[src/rtl/pipeline_control_unit.sv]
// Pipeline sequencing controller: run / single-step / halt-drain FSM driving the
// PC, IF/ID and back-end register enables, plus a saturating active-cycle counter.
module pipeline_control_unit #(
  parameter int DRAIN_CYCLES = 4,
  parameter int N_BITS_CNT   = 32
) (
  input  logic                  i_clock,
  input  logic                  i_reset,
  input  logic                  i_start,
  input  logic                  i_mode_step,
  input  logic                  i_step,
  input  logic                  i_stall,
  input  logic                  i_branch_taken,
  input  logic                  i_halt_id,
  output logic                  o_pc_we,
  output logic                  o_ifid_we,
  output logic                  o_ifid_flush,
  output logic                  o_idex_bubble,
  output logic                  o_pipe_en,
  output logic                  o_running,
  output logic                  o_halted,
  output logic                  o_step_done,
  output logic [N_BITS_CNT-1:0] o_cycle_count
);

  // state      | meaning
  // IDLE       | waiting for i_start, pipeline frozen
  // RUN        | continuous execution
  // STEP_WAIT  | step mode, frozen until an i_step rising edge
  // STEP_EXEC  | one-cycle step, pipeline advances
  // DRAIN      | HALT fetched, bubbles pushed until back end empties
  // HALTED     | terminal, left only by reset

  localparam int DW = (DRAIN_CYCLES > 1) ? $clog2(DRAIN_CYCLES) : 1;
  localparam logic [DW-1:0] DRAIN_LOAD = DW'(DRAIN_CYCLES - 1);

  typedef enum logic [2:0] {
    ST_IDLE,
    ST_RUN,
    ST_STEP_WAIT,
    ST_STEP_EXEC,
    ST_DRAIN,
    ST_HALTED
  } state_t;

  state_t                state, state_nxt;
  logic [DW-1:0]         drain_cnt, drain_cnt_nxt;
  logic                  step_prev;
  logic                  step_rise;
  logic [N_BITS_CNT-1:0] cycle_cnt;

  // Edge detect so a held i_step yields only one step.
  assign step_rise = i_step & ~step_prev;

  always_ff @(posedge i_clock) begin
    if (i_reset) begin
      state     <= ST_IDLE;
      drain_cnt <= '0;
      step_prev <= 1'b0;
      cycle_cnt <= '0;
    end else begin
      state     <= state_nxt;
      drain_cnt <= drain_cnt_nxt;
      step_prev <= i_step;
      if (o_pipe_en && (cycle_cnt != {N_BITS_CNT{1'b1}})) begin
        cycle_cnt <= cycle_cnt + N_BITS_CNT'(1);
      end
    end
  end

  always_comb begin
    state_nxt     = state;
    drain_cnt_nxt = drain_cnt;
    o_pc_we       = 1'b0;
    o_ifid_we     = 1'b0;
    o_ifid_flush  = 1'b0;
    o_idex_bubble = 1'b0;
    o_pipe_en     = 1'b0;
    o_running     = 1'b0;
    o_halted      = 1'b0;
    o_step_done   = 1'b0;

    case (state)
      ST_IDLE: begin
        if (i_start) begin
          state_nxt = i_mode_step ? ST_STEP_WAIT : ST_RUN;
        end
      end

      ST_RUN, ST_STEP_EXEC: begin
        o_pipe_en     = 1'b1;
        o_running     = 1'b1;
        o_pc_we       = ~i_stall & ~i_halt_id;
        o_ifid_we     = ~i_stall;
        o_idex_bubble = i_stall;
        o_ifid_flush  = ~i_stall & (i_branch_taken | i_halt_id);
        o_step_done   = (state == ST_STEP_EXEC);
        // A stalled HALT is held off and re-evaluated once the stall clears.
        if (i_halt_id && !i_stall) begin
          state_nxt     = ST_DRAIN;
          drain_cnt_nxt = DRAIN_LOAD;
        end else if (state == ST_STEP_EXEC) begin
          state_nxt = ST_STEP_WAIT;
        end
      end

      ST_STEP_WAIT: begin
        if (step_rise) begin
          state_nxt = ST_STEP_EXEC;
        end
      end

      ST_DRAIN: begin
        o_pipe_en     = 1'b1;
        o_running     = 1'b1;
        o_idex_bubble = 1'b1;
        if (drain_cnt == '0) begin
          state_nxt = ST_HALTED;
        end else begin
          drain_cnt_nxt = drain_cnt - DW'(1);
        end
      end

      ST_HALTED: begin
        o_halted = 1'b1;
      end

      default: begin
        state_nxt = ST_IDLE;
      end
    endcase
  end

  assign o_cycle_count = cycle_cnt;

endmodule

[config.mk]
export PLATFORM = sky130hd
export DESIGN_NAME = pipeline_control_unit
export DESIGN_NICKNAME = d
export VERILOG_FILES = /design/src/rtl/pipeline_control_unit.sv
export SDC_FILE = /design/constraint.sdc
export NUM_CORES = 1
export LEC_CHECK = 0
export BUFFER_PORTS_ARGS = -buffer_cell sky130_fd_sc_hd__buf_4
export CELL_PAD_IN_SITES_DETAIL_PLACEMENT = 2
export CELL_PAD_IN_SITES_GLOBAL_PLACEMENT = 2
export CORE_ASPECT_RATIO = 1.75
export CORE_MARGIN = 5
export CORE_UTILIZATION = 27
export DETAILED_ROUTE_END_ITERATION = 8
export PLACE_DENSITY_LB_ADDON = 0.1
export REMOVE_ABC_BUFFERS = 1
export SLEW_MARGIN = 20
export SYNTH_ARGS = -nofsm -noshare
export SYNTH_HDL_FRONTEND = slang
export SYNTH_SLANG_ARGS = --single-unit
[constraint.sdc]
create_clock -name i_clock -period 2.2 [get_ports i_clock]
set_input_delay 0.11 -clock i_clock [delete_from_list [all_inputs] [get_ports i_clock]]
set_output_delay 0.11 -clock i_clock [all_outputs]
set_load 0.02 [all_outputs]
==> impl_metrics.csv, run 1 <==
group,metric,value,unit
outcome,status,"finished clean",
clocking,cts_buffer_depth,2,
sta,fin_crit,2.09,ns
global_route,grt_remaining_overflow,0,
power_and_ir_drop,power,1760,uW
sta,fmax,0.478,GHz
clocking,cts_root_buf,"clkbuf_16",
worst_setup_path,end_kind,"register",
routing,drc,0,
worst_setup_path,path_max_fanout,11,
routing,drtAntennaViolNets,0,
worst_setup_path,path_class,"reg -> reg",
synth,synth_adder_area_share,1.23,%
die,dieArea,9440,sq um
place,place_area,2670,sq um
sta,hold_viol,0,
sta,drv_slew,0,
cells_and_area,area_delta_synth_final,40.3,%
routing,drt_iter0_markers,59,
clocking,cts.clk_slew.worst_paths,0.06,ns
global_route,antenna_found_initial,0,
worst_setup_path,critPathTopFamily,"simple AND/OR/NAND/NOR gates",
die,core,7460,sq um
clocking,clock-sinks,38,
die,die_h,125,um
power_and_ir_drop,powerDensity,617,nW/um^2
power_and_ir_drop,power_leakage,0.00105,uW
clocking,clkLatencyLatePin,0.29,ns
synth,synthesis.area,2030,sq um
synth,yosys.area_share.simple,31.7,%
worst_setup_path,r2r_start,"state[2]",
routing,detail_route.wl_per_cell,16.9,um
clocking,cts_tree,"yes",
synth,synth.avg_cell_area,8.11,sq um
sta,fin_setup_tns,0,ns
worst_hold_path,min-delay-start,"i_step",
die,die_w,75.6,um
worst_setup_path,cp_slowest_stage_delay,0.47,ns
sta,fin_crit_sh,95.1,%
place,dpl.hpwl,5370,um
routing,drtPass1Iterations,4,
worst_setup_path,worstPathCellList,"or3b_1, a211oi_4, o31ai_4, buf_12, or4_1, a21oi_1",
synth,synth_compound_area_share,20.7,%
sta,max_slew_margin,67.2,%
global_route,grt_pass1_wl,11700,um
sta,setup_viol,0,
place,port_buffers,47,
cells_and_area,nets,334,
synth,ys_seq_elements,38,
worst_setup_path,slowest_stage,"or3b_1",
synth,ys_seq_area_share,37.4,%
worst_hold_path,hold_class,"in -> reg",
worst_setup_path,cp.arrival,2.31,ns
cells_and_area,insertedDiodeCount,0,
sta,skew,0.00361,ns
worst_setup_path,cp-start-kind,"register",
power_and_ir_drop,ir_worst_vdd,307,uV
synth,synth_top_family_by_area,"simple AND/OR/NAND/NOR gates",
global_route,grt_pass1_vias,2437,
worst_setup_path,crit_buf_inv,1,
worst_setup_path,critPathLaunch,"state[2]",
synth,yosysUniqueCellTypes,40,
routing,vias,2228,
clocking,cts-htree-levels,2,
sta,hold_ws,0.0540,ns
cells_and_area,layout-drive-gt1-share,28.9,%
die,core.rowCount,42,
global_route,grtUsageTotal,16.0,%
die,pin_count,48,
global_route,grt_max_degree,43,
routing,drt-total-wl,6980,um
clocking,cts_buffers,5,
place,gp_congestion,0.775,
clocking,ctsHoldBuffers,0,
routing,routed_via_density,5.39,
run,maxCapViolations,0,
synth,synthMuxAreaShare,3.63,%
die,start_util,27.3,%
synth,ys_warn_count,0,
sta,worst_slew_pin_slew,0.487,ns
synth,synth-xor-area-share,0.431,%
worst_setup_path,required,2.41,ns
synth,syn_inst,251,
cells_and_area,final_cell_area,2860,sq um
through the flow:
| stage | util, % | setup slack [ns] | std cells |
|---|---|---|---|
| floorplan | - | -0.00239 | 239 |
| global placement | 35.8 | 0.0842 | 404 |
| detailed placement | 35.8 | 0.0680 | 404 |
| CTS | 37.7 | 0.0228 | 412 |
| global route | 38.3 | -0.0147 | 413 |
| finish | 38.3 | 0.108 | 413 |
cell families after synthesis:
| logic type | count (synthesis) |
|---|---|
| compound gates | 67 |
| fa+ha+maj | 2 |
| xor+xnor | 1 |
| mux | 7 |
| simple gates | 115 |
| buf+inv | 21 |
| flops | 38 |
flip-flops by register name (all words and copies together), names as in the netlist:
name / count
o_cycle_count: 32
drain_cnt: 2
state: 3
step_prev: 1
worst register-to-register path, delay by kind of cell (launching register included):
| family | cells | cell delay, ns |
|---|---|---|
| simple gates | 2 | 0.86 |
| buf+inv | 1 | 0.17 |
| compound gates | 3 | 0.65 |
| flops | 1 | 0.34 |
Yosys cell counts:
master | instances | area [sq um]
o31ai_1 | 4 | 30.0
mux2i_1 | 4 | 40.0
nor2b_1 | 4 | 25.0
nand2_1 | 16 | 60.1
nor3_1 | 7 | 35.0
and2_1 | 1 | 6.26
or3b_1 | 1 | 8.76
a311oi_1 | 1 | 8.76
ha_1 | 2 | 25.0
a211oi_4 | 2 | 40.0
a22oi_1 | 1 | 7.51
a21oi_1 | 26 | 130
xnor2_1 | 1 | 8.76
o311ai_2 | 1 | 16.3
buf_4 | 1 | 7.51
or4_1 | 3 | 22.5
a31oi_1 | 2 | 12.5
nand2b_1 | 3 | 18.8
clkbuf_1 | 6 | 22.5
buf_2 | 2 | 10.0
or2_2 | 1 | 6.26
o21a_1 | 1 | 7.51
nor4b_2 | 1 | 15.0
buf_1 | 1 | 3.75
nand4_1 | 10 | 62.6
nor4_1 | 3 | 18.8
and3_1 | 3 | 18.8
o21ai_0 | 22 | 110
nor2_1 | 16 | 60.1
nand3_1 | 15 | 75.1
inv_1 | 9 | 33.8
buf_6 | 2 | 22.5
mux2_1 | 3 | 33.8
o31ai_2 | 1 | 12.5
and4_1 | 6 | 52.6
nor3b_1 | 3 | 22.5
dfxtp_1 | 38 | 761
a211oi_1 | 5 | 37.5
or3_1 | 22 | 138
o211ai_1 | 1 | 7.51
final timing paths:
check	endpoint	slack, ns	cells past startpoint
max	o_cycle_count[22]	0.11	6
min	step_prev	0.05	2
max reg2reg	o_cycle_count[22]	0.11	6
min reg2reg	drain_cnt[0]	0.46	1
routing by layer:
| layer | vias to the layer above | track usage, % | part of all wire [%] |
|---|---|---|---|
| li1 | 1073 | - | - |
| met4 | 0 | 5.56 | 1.6 |
| met5 | - | 0 | 0 |
| met3 | 7 | 3.39 | 3.4 |
| met1 | 1113 | 15.9 | 36 |
| met2 | 35 | 30.5 | 59 |
cells in the final DEF (no fill, tap or decap), drive strengths merged, types with 7 or more instances in the layout:
| cell | count |
|---|---|
| a211oi | 7 |
| a21oi | 26 |
| buf | 78 |
| clkbuf | 7 |
| dfxtp | 38 |
| inv | 9 |
| nand2 | 16 |
| nand3 | 15 |
| nand4 | 10 |
| nor2 | 16 |
| nor3 | 7 |
| o21ai | 22 |
| or3 | 22 |
power breakdown:
group / switching (uW) / internal (uW)
clock: 289 / 450
combinational: 177 / 126
sequential: 10.2 / 710
layout make-up:
cell class,count,area [sq um]
repair buffers,78,598
inverters,9,33.8
clock buffers,7,143
fillers,875,4610
clock inverters,1,5.00
flip-flops and latches,38,761
multi-input cells,192,1200
well taps,88,110
what timing repair did:
item | 4_1_cts | 5_1_grt
hold endpoints to repair | 0 | 0
gates resized for setup | 0 | 5
setup endpoints to repair | 0 | 7
setup buffers | 0 | 1
(Power assumes the default switching activity.)
==> run 2, diff against run 1 <==
--- a/config.mk
+++ b/config.mk
@@ -8,7 +8,7 @@
 export BUFFER_PORTS_ARGS = -buffer_cell sky130_fd_sc_hd__buf_4
 export CELL_PAD_IN_SITES_DETAIL_PLACEMENT = 2
 export CELL_PAD_IN_SITES_GLOBAL_PLACEMENT = 2
-export CORE_ASPECT_RATIO = 1.75
+export CORE_ASPECT_RATIO = 0.75
 export CORE_MARGIN = 5
 export CORE_UTILIZATION = 27
 export DETAILED_ROUTE_END_ITERATION = 8
==> run 2 against run 1 <==
Non-clock buffer count grew 1. Via count shrank 1.3%. Final cell count grew 3.4%. Wire length shrank 2.2%. Maximum frequency grew 1.1%. Critical endpoint is now o_cycle_count[31]. Largest cell class unchanged. Largest power group is now registers.
==> impl_metrics.csv, run 2 (synthesis results as in run 1) <==
group,metric,value,unit
sta,drv_slew,0,
global_route,grt_max_degree,43,
die,pin_count,48,
worst_setup_path,crit_buf_inv,0,
sta,fmax,0.483,GHz
worst_hold_path,hold_class,"in -> reg",
place,place_inst,418,
routing,drt-total-wl,6820,um
sta,fin_crit_sh,94.0,%
clocking,cts_tree,"yes",
worst_setup_path,path_max_fanout,10,
place,dpl.hpwl,5150,um
routing,detail_route.wl_per_cell,16.0,um
routing,vias,2200,
cells_and_area,largest_reg_flops,32,
routing,drtPass1Iterations,4,
die,start_util,27.8,%
clocking,cts.clk_slew.worst_paths,0.09,ns
sta,setup_viol,0,
die,core,7330,sq um
worst_setup_path,cp_slowest_stage_delay,0.46,ns
sta,hold_viol,0,
cells_and_area,area_delta_synth_final,40.0,%
clocking,clkLatencyLatePin,0.29,ns
sta,max_slew_margin,66.5,%
cells_and_area,fillers,864,
routing,drc,0,
routing,routed_via_density,5.15,
routing,drtAntennaViolNets,0,
power_and_ir_drop,ir_worst_vdd,282,uV
power_and_ir_drop,power,1620,uW
place,gp_congestion,0.728,
die,dieArea,9390,sq um
worst_setup_path,critPathTopFamily,"simple AND/OR/NAND/NOR gates",
cells_and_area,final_cell_mix,"79 x buf_4, 36 x dfxtp_1, 26 x a21oi_1",
sta,fin_crit,2.07,ns
power_and_ir_drop,power_leakage,0.00105,uW
cells_and_area,final_common_cell,"buf_4",
cells_and_area,insertedDiodeCount,0,
clocking,clock-sinks,38,
die,die_w,110,um
global_route,antenna_found_initial,0,
global_route,grt_pass1_vias,2274,
place,dp_worst_setup_slack,-0.00774,ns
clocking,cts-htree-levels,2,
die,core.rowCount,27,
worst_setup_path,r2r_slack,0.13,ns
worst_setup_path,slowest_stage,"or3b_1",
sta,grt_setup_unrepaired,"false",
worst_setup_path,worstPathCellList,"or3b_1, a211oi_4, o311ai_4, or4_1, a21oi_1",
clocking,cts_buffers,5,
cells_and_area,nets,335,
worst_setup_path,required,2.41,ns
worst_setup_path,cp.arrival,2.28,ns
power_and_ir_drop,powerDensity,570,nW/um^2
place,port_buffers,47,
sta,worst_slew_pin_slew,0.498,ns
cells_and_area,layout-drive-gt1-share,30.4,%
global_route,grtUsageTotal,14.9,%
run,maxCapViolations,0,
worst_setup_path,cp-start-kind,"register",
cells_and_area,utilization,38.9,%
die,die_h,85.2,um
worst_setup_path,end_kind,"register",
global_route,grt_remaining_overflow,0,
cells_and_area,instances_no_fill,427,
routing,drt_iter0_markers,31,
clocking,cts_root_buf,"clkbuf_8",
clocking,cts_buffer_depth,2,
sta,postLayoutSetupSlackWorst,0.131,ns
global_route,grt_pass1_wl,11200,um
outcome,status,"finished clean",
worst_setup_path,path_class,"reg -> reg",
sta,skew,0.00891,ns
run 2: changes by cell type in the layout (fill, tap and decap cells not counted), moves of 2 or more:
cell / delta
dfxtp_1: -2
clkbuf_8: +4
dfxtp_2: +2
buf_4: +2
clkbuf_16: -5
run 2: worst paths after layout:
| kind | startpoint | to | cells after the start |
|---|---|---|---|
| worst min-delay path | i_step | step_prev | 2 |
| worst max register to register | state[2] | o_cycle_count[31] | 5 |
| worst max-delay path | state[2] | o_cycle_count[31] | 5 |
| worst min register to register | drain_cnt[0] | drain_cnt[0] | 1 |
run 2: timing repair:
| item | in CTS | in global routing |
|---|---|---|
| pin swaps | 0 | 1 |
| gates resized for setup | 1 | 8 |
| setup endpoints to repair | 1 | 14 |
| hold buffers | 0 | 0 |
| setup buffers | 0 | 1 |
run 2: metal layers:
layer  vias to the layer above  share of wire (%)  global-route usage (%)
li1                       1085                  -                       -
met1                      1083                 49                    20.0
met2                        27                 47                    24.3
met3                         5                3.2                    3.65
met4                         0               0.64                    3.24
met5                         -                  0                       0
run 2: cell type report:
cell class	instances	area (sq um)	share of cell area (%)
inverter	9	33.8	1.19
clock buffer	5	68.8	2.42
multi-input combinational	192	1220	43.0
timing repair buffer	79	593	20.8
sequential	38	763	26.8
clock inverter	3	40.0	1.41
tap	101	126	4.44
run 2: power breakdown:
group	total [uW]	internal, uW	switching (uW)
Clock	602	334	268
Sequential	725	709	15.5
Combinational	297	124	173
Total	1620	1170	456
run 2: through the flow:
step	hold WS [ns]	instance area [sq um]	setup TNS, ns
6_report	0.0455	2850	0
4_1_cts	0.0334	2800	0
3_3_place_gp	0.336	2680	0
5_1_grt	0.0598	2850	0
2_1_floorplan	0.179	1970	-0.00239
3_5_place_dp	0.349	2680	-0.00774
==> run 3, diff against run 2 <==
==> constraint.sdc (replaced) <==
create_clock -name i_clock -period 2.2 [get_ports i_clock]
set_input_delay 0.33 -clock i_clock [delete_from_list [all_inputs] [get_ports i_clock]]
set_output_delay 0.33 -clock i_clock [all_outputs]
set_load 0.02 [all_outputs]
==> run 3 against run 2 <==
Count of clock-buffer cells in the layout up 2. Wire length increased by 1.1%. Final cell count stayed put. Power down 5.6%. Global-route usage up 0.26 points. Sequential power is essentially flat. Critical endpoint is now o_cycle_count[26].
==> impl_metrics.csv, run 3 (synthesis results as in run 1) <==
group,metric,value,unit
worst_setup_path,r2r_start,"state[1]",
sta,worst_slew_pin_slew,0.468,ns
worst_setup_path,worst-path-stages,6,
die,start_util,27.8,%
routing,vias,2173,
worst_setup_path,critPathLaunch,"state[1]",
worst_setup_path,path_max_fanout,8,
place,place_area,2680,sq um
global_route,grt_max_degree,43,
routing,drtPass1Iterations,4,
die,pin_count,48,
power_and_ir_drop,ir_worst_vdd,246,uV
sta,fin_crit_sh,93.5,%
clocking,clock-sinks,38,
clocking,cts_root_buf,"clkbuf_8",
worst_setup_path,critPathTopFamily,"simple AND/OR/NAND/NOR gates",
die,core.rowCount,27,
worst_setup_path,end_kind,"register",
place,gp_congestion,0.730,
clocking,cts-htree-levels,2,
routing,drt-total-wl,6900,um
cells_and_area,area_delta_synth_final,39.1,%
worst_setup_path,worstPathCellList,"or3b_1, a211oi_4, o31ai_4, buf_4, or3_1, a21oi_1",
run,maxCapViolations,0,
sta,grt_setup_unrepaired,"false",
cells_and_area,nets,335,
sta,skew,0.00622,ns
worst_setup_path,slowest_stage,"or3b_1",
global_route,grt_pass1_wl,11400,um
outcome,status,"finished clean",
cells_and_area,largest_reg_flops,32,
sta,max_slew_margin,68.8,%
global_route,grt_pass1_vias,2360,
clocking,cts.clk_slew.worst_paths,0.08,ns
cells_and_area,layout-drive-gt1-share,29.4,%
die,die_h,85.2,um
cells_and_area,utilization,38.6,%
die,core,7330,sq um
worst_setup_path,endpoint,"o_cycle_count[26]",
place,port_buffers,47,
worst_setup_path,crit_buf_inv,1,
die,die_w,110,um
routing,drt_iter0_markers,25,
sta,hold_viol,0,
routing,detail_route.wl_per_cell,16.1,um
worst_hold_path,hold_class,"in -> reg",
cells_and_area,insertedDiodeCount,0,
global_route,grt_remaining_overflow,0,
clocking,ctsHoldBuffers,0,
worst_setup_path,reg2reg_depth,6,
cells_and_area,final_common_cell,"buf_4",
sta,drv_slew,0,
worst_setup_path,cp.arrival,2.28,ns
place,dp_worst_setup_slack,0.0694,ns
global_route,grtUsageTotal,15.2,%
power_and_ir_drop,powerDensity,542,nW/um^2
worst_setup_path,r2r-end,"o_cycle_count[26]",
routing,routed_via_density,5.09,
sta,fin_crit,2.06,ns
clocking,cts_buffers,5,
routing,drc,0,
cells_and_area,final_cell_mix,"79 x buf_4, 38 x dfxtp_1, 26 x a21oi_1",
sta,fmax,0.486,GHz
die,dieArea,9390,sq um
worst_setup_path,cp_slowest_stage_delay,0.48,ns
global_route,antenna_found_initial,0,
cells_and_area,final_cell_area,2830,sq um
power_and_ir_drop,power_leakage,0.00104,uW
worst_setup_path,r2r_slack,0.14,ns
worst_setup_path,cp-start-kind,"register",
clocking,clkLatencyLatePin,0.29,ns
place,dpl.hpwl,5140,um
sta,setup_viol,0,
worst_setup_path,path_class,"reg -> reg",
clocking,cts_buffer_depth,2,
routing,drtAntennaViolNets,0,
sta,fin_setup_tns,0,ns
worst_setup_path,required,2.42,ns
sta,postLayoutSetupSlackWorst,0.144,ns
clocking,cts_tree,"yes",
## run 3: changes by cell type in the layout (fill, tap and decap cells not counted)
cell,change
clkbuf_8,+1
clkinv_2,-1
dfxtp_2,-2
dfxtp_1,+2
clkbuf_1,+1
bufinv_16,-1
## run 3: worst register-to-register path: stages, from the launching register on
cell and delay [ns]:
dfxtp_1 0.32, or3b_1 0.48, a211oi_4 0.35, o31ai_4 0.17, buf_4 0.17, or3_1 0.34, a21oi_1 0.15
## run 3: timing repair
item,CTS,global route
gates resized for setup,0,7
setup buffers,0,1
setup endpoints to repair,0,15
## run 3: worst min-delay path by stage
stage	start	endpoint	slack [ns]	cells after the start
finish	i_step	step_prev	0.29	2
global route	i_step	step_prev	0.28	2
CTS	i_step	step_prev	0.28	2
detailed placement	drain_cnt[0]	drain_cnt[0]	0.48	1
global placement	drain_cnt[0]	drain_cnt[0]	0.46	1
floorplan	i_reset	o_cycle_count[11]	0.40	1
## run 3: report_power, final
part	internal (uW)	leakage (uW)	switching (uW)	total, uW
Combinational	124	0.000686	172	296
Sequential	709	0.000307	17.0	726
Clock	253	0.0000482	257	511
## run 3: metal layers
metal	vias to the layer above	part of all wire, %	wire length [um]	global-route usage (%)
met2	27	49	3360	25.4
met3	4	2.6	181	3.50
li1	1077	-	-	-
met5	-	0	0	0
met1	1065	48	3300	19.9
met4	0	0.80	55	3.36
## run 3: area by class of cell
type | instances | area, sq um
Tap cell | 101 | 126
Multi-Input combinational cell | 192 | 1220
Inverter | 9 | 33.8
Clock buffer | 7 | 86.3
Timing Repair Buffer | 79 | 593
Sequential cell | 38 | 761
Fill cell | 882 | 4500
Clock inverter | 1 | 5.00
## run 3: metrics by stage
stage,instances,power [uW],hold WS (ns)
after floorplan,239,900,0.399
after global placement,418,1030,0.464
after detailed placement,418,1040,0.477
after CTS,426,1570,0.283
after global routing,427,1630,0.284
final,427,1530,0.286
